**config.mk**
```make
export PLATFORM = sky130hd
export DESIGN_NAME = serial_word_loader
export DESIGN_NICKNAME = d
export VERILOG_FILES = /design/src/rtl/serial_loader_pkg.sv /design/src/rtl/decoder_3to8.sv /design/src/rtl/serial_word_loader.sv
export SDC_FILE = /design/constraint.sdc
export NUM_CORES = 1
export LEC_CHECK = 0
export BUFFER_PORTS_ARGS = -buffer_cell sky130_fd_sc_hd__buf_2
export CAP_MARGIN = 30
export CORE_UTILIZATION = 44
export CTS_BUF_LIST = sky130_fd_sc_hd__clkbuf_8
export CTS_CLUSTER_DIAMETER = 30
export DETAILED_ROUTE_END_ITERATION = 7
export HOLD_SLACK_MARGIN = 0.15
export REMOVE_ABC_BUFFERS = 1
export SETUP_SLACK_MARGIN = 0.4
export SYNTH_ARGS = -nofsm -noshare
export SYNTH_HDL_FRONTEND = slang
export SYNTH_SLANG_ARGS = --single-unit
```
**constraint.sdc**
```tcl
create_clock -name clk -period 3.4 [get_ports clk]
set_input_delay 1.02 -clock clk [delete_from_list [all_inputs] [get_ports clk]]
set_output_delay 1.02 -clock clk [all_outputs]
set_load 0.01 [all_outputs]
```
**src/rtl/serial_loader_pkg.sv**
```systemverilog
// serial_loader_pkg: shared types and sizes for the serial word loader.
//   ADDR_BITS - address bits carried in each frame
//   NUM_REGS  - registers in the bank (one per address)
//   state_t   - framing FSM states
package serial_loader_pkg;

    localparam int unsigned ADDR_BITS = 3;
    localparam int unsigned NUM_REGS  = 8;

    typedef enum logic [2:0] {
        IDLE,
        ADDR,
        DATA,
        PAR,
        COMMIT
    } state_t;

endpackage

```
**src/rtl/decoder_3to8.sv**
```systemverilog
// decoder_3to8: combinational 3-to-8 one-hot decoder with enable.
//   in  - binary select
//   en  - output enable; out is all zeros when low
//   out - one-hot result
module decoder_3to8 (
    input  logic [2:0] in,
    input  logic       en,
    output logic [7:0] out
);

    always_comb begin
        out = '0;
        if (en) begin
            out[in] = 1'b1;
        end
    end

endmodule

```
**src/rtl/serial_word_loader.sv**
```systemverilog
// serial_word_loader: frames a qualified serial bit stream into address + data words and writes
// each word into an eight-entry register bank.
// Frame (MSB first): start '1', 3 address bits, WIDTH data bits, optional even-parity bit.
// Optional feature macro: SERIAL_LOADER_PARITY_EN (adds the parity bit and PAR state).
// Ports:
//   clk        - rising-edge clock
//   reset      - synchronous active-low reset (clears FSM and bank)
//   serial_in  - serial bit, MSB first
//   bit_valid  - qualifies serial_in on a given edge
//   abort      - drops the current frame (cancels a pending write)
//   rd_addr    - read-port register select
//   rd_data    - combinational read of the selected register
//   wr_onehot  - one-hot write enable during COMMIT
//   frame_done - high during COMMIT
//   busy       - high whenever the FSM is not IDLE
//   parity_err - one-cycle pulse after a mismatched parity bit (0 when parity is not built)
module serial_word_loader
    import serial_loader_pkg::*;
#(
    parameter int unsigned WIDTH = 8
) (
    input  logic                 clk,
    input  logic                 reset,
    input  logic                 serial_in,
    input  logic                 bit_valid,
    input  logic                 abort,
    input  logic [ADDR_BITS-1:0] rd_addr,
    output logic [WIDTH-1:0]     rd_data,
    output logic [NUM_REGS-1:0]  wr_onehot,
    output logic                 frame_done,
    output logic                 busy,
    output logic                 parity_err
);

    localparam int unsigned CntW = $clog2(WIDTH + 1);

    state_t                 state_q;
    logic [CntW-1:0]        cnt_q;
    logic [ADDR_BITS-1:0]   addr_q;
    logic [WIDTH-1:0]       data_q;
    logic [WIDTH-1:0]       bank_q [NUM_REGS];
    logic                   wr_en;
`ifdef SERIAL_LOADER_PARITY_EN
    logic                   parity_err_q;
`endif

    always_ff @(posedge clk) begin
        if (!reset) begin
            state_q <= IDLE;
            cnt_q   <= '0;
            addr_q  <= '0;
            data_q  <= '0;
            for (int i = 0; i < int'(NUM_REGS); i++) begin
                bank_q[i] <= '0;
            end
`ifdef SERIAL_LOADER_PARITY_EN
            parity_err_q <= 1'b0;
`endif
        end else begin
`ifdef SERIAL_LOADER_PARITY_EN
            parity_err_q <= 1'b0;
`endif
            if (abort) begin
                // Abort outranks everything, including the COMMIT write below.
                state_q <= IDLE;
                cnt_q   <= '0;
            end else begin
                unique case (state_q)
                    IDLE: begin
                        // Accepted zeros are line idle.
                        if (bit_valid && serial_in) begin
                            state_q <= ADDR;
                            cnt_q   <= '0;
                        end
                    end
                    ADDR: begin
                        if (bit_valid) begin
                            addr_q <= {addr_q[ADDR_BITS-2:0], serial_in};
                            if (cnt_q == CntW'(ADDR_BITS - 1)) begin
                                state_q <= DATA;
                                cnt_q   <= '0;
                            end else begin
                                cnt_q <= cnt_q + 1'b1;
                            end
                        end
                    end
                    DATA: begin
                        if (bit_valid) begin
                            data_q <= {data_q[WIDTH-2:0], serial_in};
                            if (cnt_q == CntW'(WIDTH - 1)) begin
`ifdef SERIAL_LOADER_PARITY_EN
                                state_q <= PAR;
`else
                                state_q <= COMMIT;
`endif
                                cnt_q   <= '0;
                            end else begin
                                cnt_q <= cnt_q + 1'b1;
                            end
                        end
                    end
`ifdef SERIAL_LOADER_PARITY_EN
                    PAR: begin
                        if (bit_valid) begin
                            cnt_q <= '0;
                            // Even parity: data XOR parity bit must be 0.
                            if (serial_in == ^data_q) begin
                                state_q <= COMMIT;
                            end else begin
                                state_q      <= IDLE;
                                parity_err_q <= 1'b1;
                            end
                        end
                    end
`endif
                    COMMIT: begin
                        state_q         <= IDLE;
                        cnt_q           <= '0;
                        bank_q[addr_q]  <= data_q;
                    end
                    default: begin
                        state_q <= IDLE;
                        cnt_q   <= '0;
                    end
                endcase
            end
        end
    end

    assign wr_en      = (state_q == COMMIT) && !abort;
    assign frame_done = (state_q == COMMIT);
    assign busy       = (state_q != IDLE);
    assign rd_data    = bank_q[rd_addr];

`ifdef SERIAL_LOADER_PARITY_EN
    assign parity_err = parity_err_q;
`else
    assign parity_err = 1'b0;
`endif

    decoder_3to8 u_decoder (
        .in  (addr_q),
        .en  (wr_en),
        .out (wr_onehot)
    );

endmodule

```
After elaboration in Yosys (flattened, before gate mapping) --
Memory sizes are Yosys's and may differ from the RTL's. Cells that the tools add are included. Widths: inputs -> output; s select.
Storage, ports and cells: flip-flop bits (word level) 18, bits in writable memories 64, input bits 8, word-level logic and storage cells 55, memories kept 1
Memories:
- bank_q | words 8, width 8, rd ports 1, clocked after memory_dff 0, wr ports 8, line serial_word_loader.sv:41 | logic [WIDTH-1:0] bank_q [NUM_REGS];
Cells by class: add/subtract/negate cells 1, $lt $le $gt $ge 2, eq/ne operators 10, mux-type cells 23, bitwise operators 2, reductions and logical operators 12
Operators by type and width (number):
- $mux 4 | 5
- $mux 3 | 6
- $mux 8 | 2
- $pmux 4 s3 | 1
- $ne 2x2->1 const B | 5
- $pmux 3 s3 | 1
- $reduce_and 3->1 | 3
- $reduce_or 8->1 | 1
- $mux 1 | 7
- $reduce_and 5->1 | 1
- $add 4x1->4 const B | 1
- $eq 4x2->1 const B | 1
- $eq 4x3->1 const B | 1
- $lt 3x4->1 const B | 1
- $demux 1 s3 | 1
- $eq 3x1->1 const B | 1
- $eq 3x2->1 const B | 1
- $eq 3x3->1 const B | 1
- $ge 3x1->1 const B | 1
- $logic_and 1x1->1 | 3
- $logic_not 3->1 | 1
- $reduce_bool 3->1 | 1
- $not 1->1 | 2
- $reduce_or 2->1 | 1
- $logic_not 1->1 | 1

Depth between registers and ports, before layout --
word-level depth 7, mapped depth 6

Hierarchy --
A second synthesis with hierarchy kept.
Second synthesis, totals: cell total of the unflattened synthesis 292, area total of the unflattened synthesis 3928.8 sq um
Modules (own cells, without submodules):
- serial_word_loader | instances 1, cells each 284, area an instance 3832.4 sq um, seq. area each 2282.2 sq um
- decoder_3to8 | instances 1, cells each 8, area an instance 96.3 sq um, seq. area each 0.0 sq um

Worst setup path before layout --
OpenSTA, ideal clock, no wires.
kind input-to-output, start input rd_addr[0], end output rd_data[0], arrival time 2.355 ns, required time 2.380 ns, setup slack 0.025 ns, stages on the path 4, path buffers 2, cells stage by stage buf_2 buf_2 mux4_2 mux2_2
Between the ends: cells in the longest elaborated chain, start to end 1
Ends and longest elaborated chain:
- start, declared | line serial_word_loader.sv:27 | input logic [ADDR_BITS-1:0] rd_addr,
- $mem_v2 8x8
- end, declared | line serial_word_loader.sv:28 | output logic [WIDTH-1:0] rd_data,
Every way passes these cells.

Worst setup path in the final report --
start input rd_addr[0], end output rd_data[1]
Same word-level chain as after synthesis.

==> metrics.md <==
| Metric | Value |
|---|---|
| PD cells | `425 nW/um^2` |
| Reg area | `2290 sq um` |
| Most frequent cells in the layout | `64 x and2_1, 64 x edfxtp_1, 16 x mux4_2, 16 x buf_2, 15 x dfxtp_1` |
| Port bufs | `25` |
| Filler cells | `750` |
| Unique cell type count in the Yosys netlist | `42` |
| Global-route wire length before repair | `12,400 um` |
| H-tree lvl count | `3` |
| CTS Sinks | `82` |
| CTS Buf Count | `9` |
| Area of the multi-input gates | `1620 sq um` |
| Critical Path AT | `2160 ps` |
| Fmax | `315 MHz` |
| I/O pin total | `27` |
| Critical path class | `in2out` |
| Async SR Flop Fraction | `0` |
| Die Y | `96.9 um` |
| Finish-stage setup viols | `0` |
| Worst slew pin tran | `586 ps` |
| Max-slew violation count | `0` |
| Dpl cell area | `4260 sq um` |
| Fin crit period | `3180 ps` |
| DR vias | `2,294` |
| Rel. slew slack | `0.606` |
| Critical Path RT | `2380 ps` |
| Routed vias/inst | `5.26` |
| Avg Inst Size Synth | `13.5 sq um` |
| Total track usage | `0.175` |
| Worst Skew | `9.32 ps` |
| Top post-synthesis cells by area | `edfxtp_1 48%, and2_1 10%, dfxtp_1 9.1%, mux4_2 9.1%, mux2i_1 3.0%` |
| Largest net degree at the start of global routing | `21` |
| Top_reg_cell synth | `edfxtp_1` |
| N_diodes | `0` |
| Path type of the worst min-delay path | `reg2reg` |
| FF+latch count, synth | `82` |
| Synth top area share | `0.485` |
| Drt first pass iters | `4` |
| RSZ-0062 raised after global routing | `yes` |
| Run status | `finished clean` |
| Initial DRC Count | `69` |
| Max VDD drop | `0.232 mV` |
| Mapped Cells | `293` |
| Row cnt | `34` |
| Root buffer cell | `clkbuf_8` |
| Deepest clock path buffer count | `2` |
| Core area | `8720 sq um` |
| Post-synthesis sequential area ratio | `0.575` |
| Post-CTS Hold Buffers | `0` |
| Pre-CTS setup slack | `135 ps` |
| Worst-path maximum fanout | `8` |
| Clock latency at the later pin of the worst-skew pair | `350 ps` |
| Hold Vio Cnt, Final | `0` |
| Initial antenna violation count | `0` |
| Post-Route WL | `7560 um` |
| Crit. End Element | `output pin` |
| HPWL after DPL | `5460 um` |
| DR WL/cell | `17.3 um` |
| Min setup slack post-route | `224 ps` |
| Fin util | `0.520` |
| Cell area after synthesis | `3970 sq um` |
| Post-DRT Antenna Nets | `0` |
| Max-cap violations | `0` |
| Final period utilization | `0.934` |
| Yosys top cell by area | `edfxtp_1` |
| Yosys warnings | `0` |
| Area Growth Syn to Fin | `14.4%` |
| Initial core utilization | `0.455` |
| Startpoint types | `primary input` |
| Final instance area | `4540 sq um` |
| NumNets Final | `333` |
| CTS tree | `done` |
| Clock slew at reported path FFs | `80 ps` |
| DR DRC count | `0` |
| Vias in the first global route | `2,251` |
| Layout cells sized above 1 | `0.280` |
| GPL Wtd Cong | `0.852` |
| Die Footprint | `9400 sq um` |
| Gr ovfl total | `0` |
| Setup_tns | `0 ps` |
| Post-synth EDFFs | `64` |
| Die Width | `96.9 um` |
| LEAKAGE | `1.69 nW` |
-- synthesized netlist by cell type (6+ instances only) --
cell type,number
mux4_2,16
buf_2,6
dfxtp_1,18
edfxtp_1,64
o21ai_0,8
mux2_2,8
clkbuf_1,6
and2_1,64
nor2_1,10
nor2b_1,13
mux2i_1,12
nor2_4,6
nand2b_1,6
-- critical path, cell delays in order --
cell    delay [ps]
buf_8           80
buf_12         130
mux4_2         510
mux2_4         290
buf_6          120
-- stage by stage --
stage          hold WS (ps)  total power [mW]  std cells
3_3_place_gp            515              1.27        420
5_1_grt                 564              2.01        436
4_1_cts                 527              1.94        436
3_5_place_dp            517              1.27        420
6_report                531              1.93        436
2_1_floorplan           472              1.20        277
-- flip-flops by register name, indices dropped and copies added (netlist names) --
signal   cells
bank_q      64
data_q       8
cnt_q        4
addr_q       3
state_q      3
-- what timing repair did --
action	4_1_cts	5_1_grt
gates resized for setup	18	3
setup buffers	0	0
pin swaps	0	0
setup endpoints to repair	16	13
-- layer usage --
layer,share of wire,global-route usage,vias to the layer above
met5,0,0,-
met4,0.014,0.0631,0
met3,0.032,0.0368,8
met2,0.49,0.282,37
met1,0.47,0.233,1123
li1,-,-,1126
-- power by group --
group | switching (mW) | total, mW | internal [mW]
clock | 0.336 | 0.667 | 0.330
combinational | 0.0654 | 0.146 | 0.0808
sequential | 0.0109 | 1.12 | 1.10
total | 0.413 | 1.93 | 1.52
-- worst paths after layout --
path,depth (start not counted),endpoint,slack (ps),start
max reg2reg,4,bank_q[1][5]$_SDFFCE_PN0P_,1210,state_q[2]$_SDFFE_PP0P_
min reg2reg,1,state_q[2]$_SDFFE_PP0P_,530,cnt_q[3]$_SDFFE_PP0P_
max,5,rd_data[1],220,rd_addr[0]
min,1,state_q[2]$_SDFFE_PP0P_,530,cnt_q[3]$_SDFFE_PP0P_
-- cell type report --
cell class / instances / share of cell area
clock inverters: 7 / 0.0135
flip-flops and latches: 82 / 0.504
well taps: 108 / 0.0298
repair buffers: 35 / 0.0656
clock buffers: 9 / 0.0273
multi-input cells: 190 / 0.356
inverters: 5 / 0.00414
-- logic make-up (layout without fill, tap and decap cells) --
family                   Yosys count  count (layout)  share of synthesized area
AND/OR/NAND/NOR                  133             133                      0.222
buffers and inverters             21              56                     0.0246
other                              1               1                   0.000945
AO/OA/AOI/OAI                     17              17                     0.0249
XOR/XNOR                           1               1                    0.00221
flip-flops                        82              82                      0.575
multiplexers                      36              36                      0.144
adder cells (fa/ha/maj)            2               2                    0.00631
No activity file was read; power rests on OpenSTA's default activity.
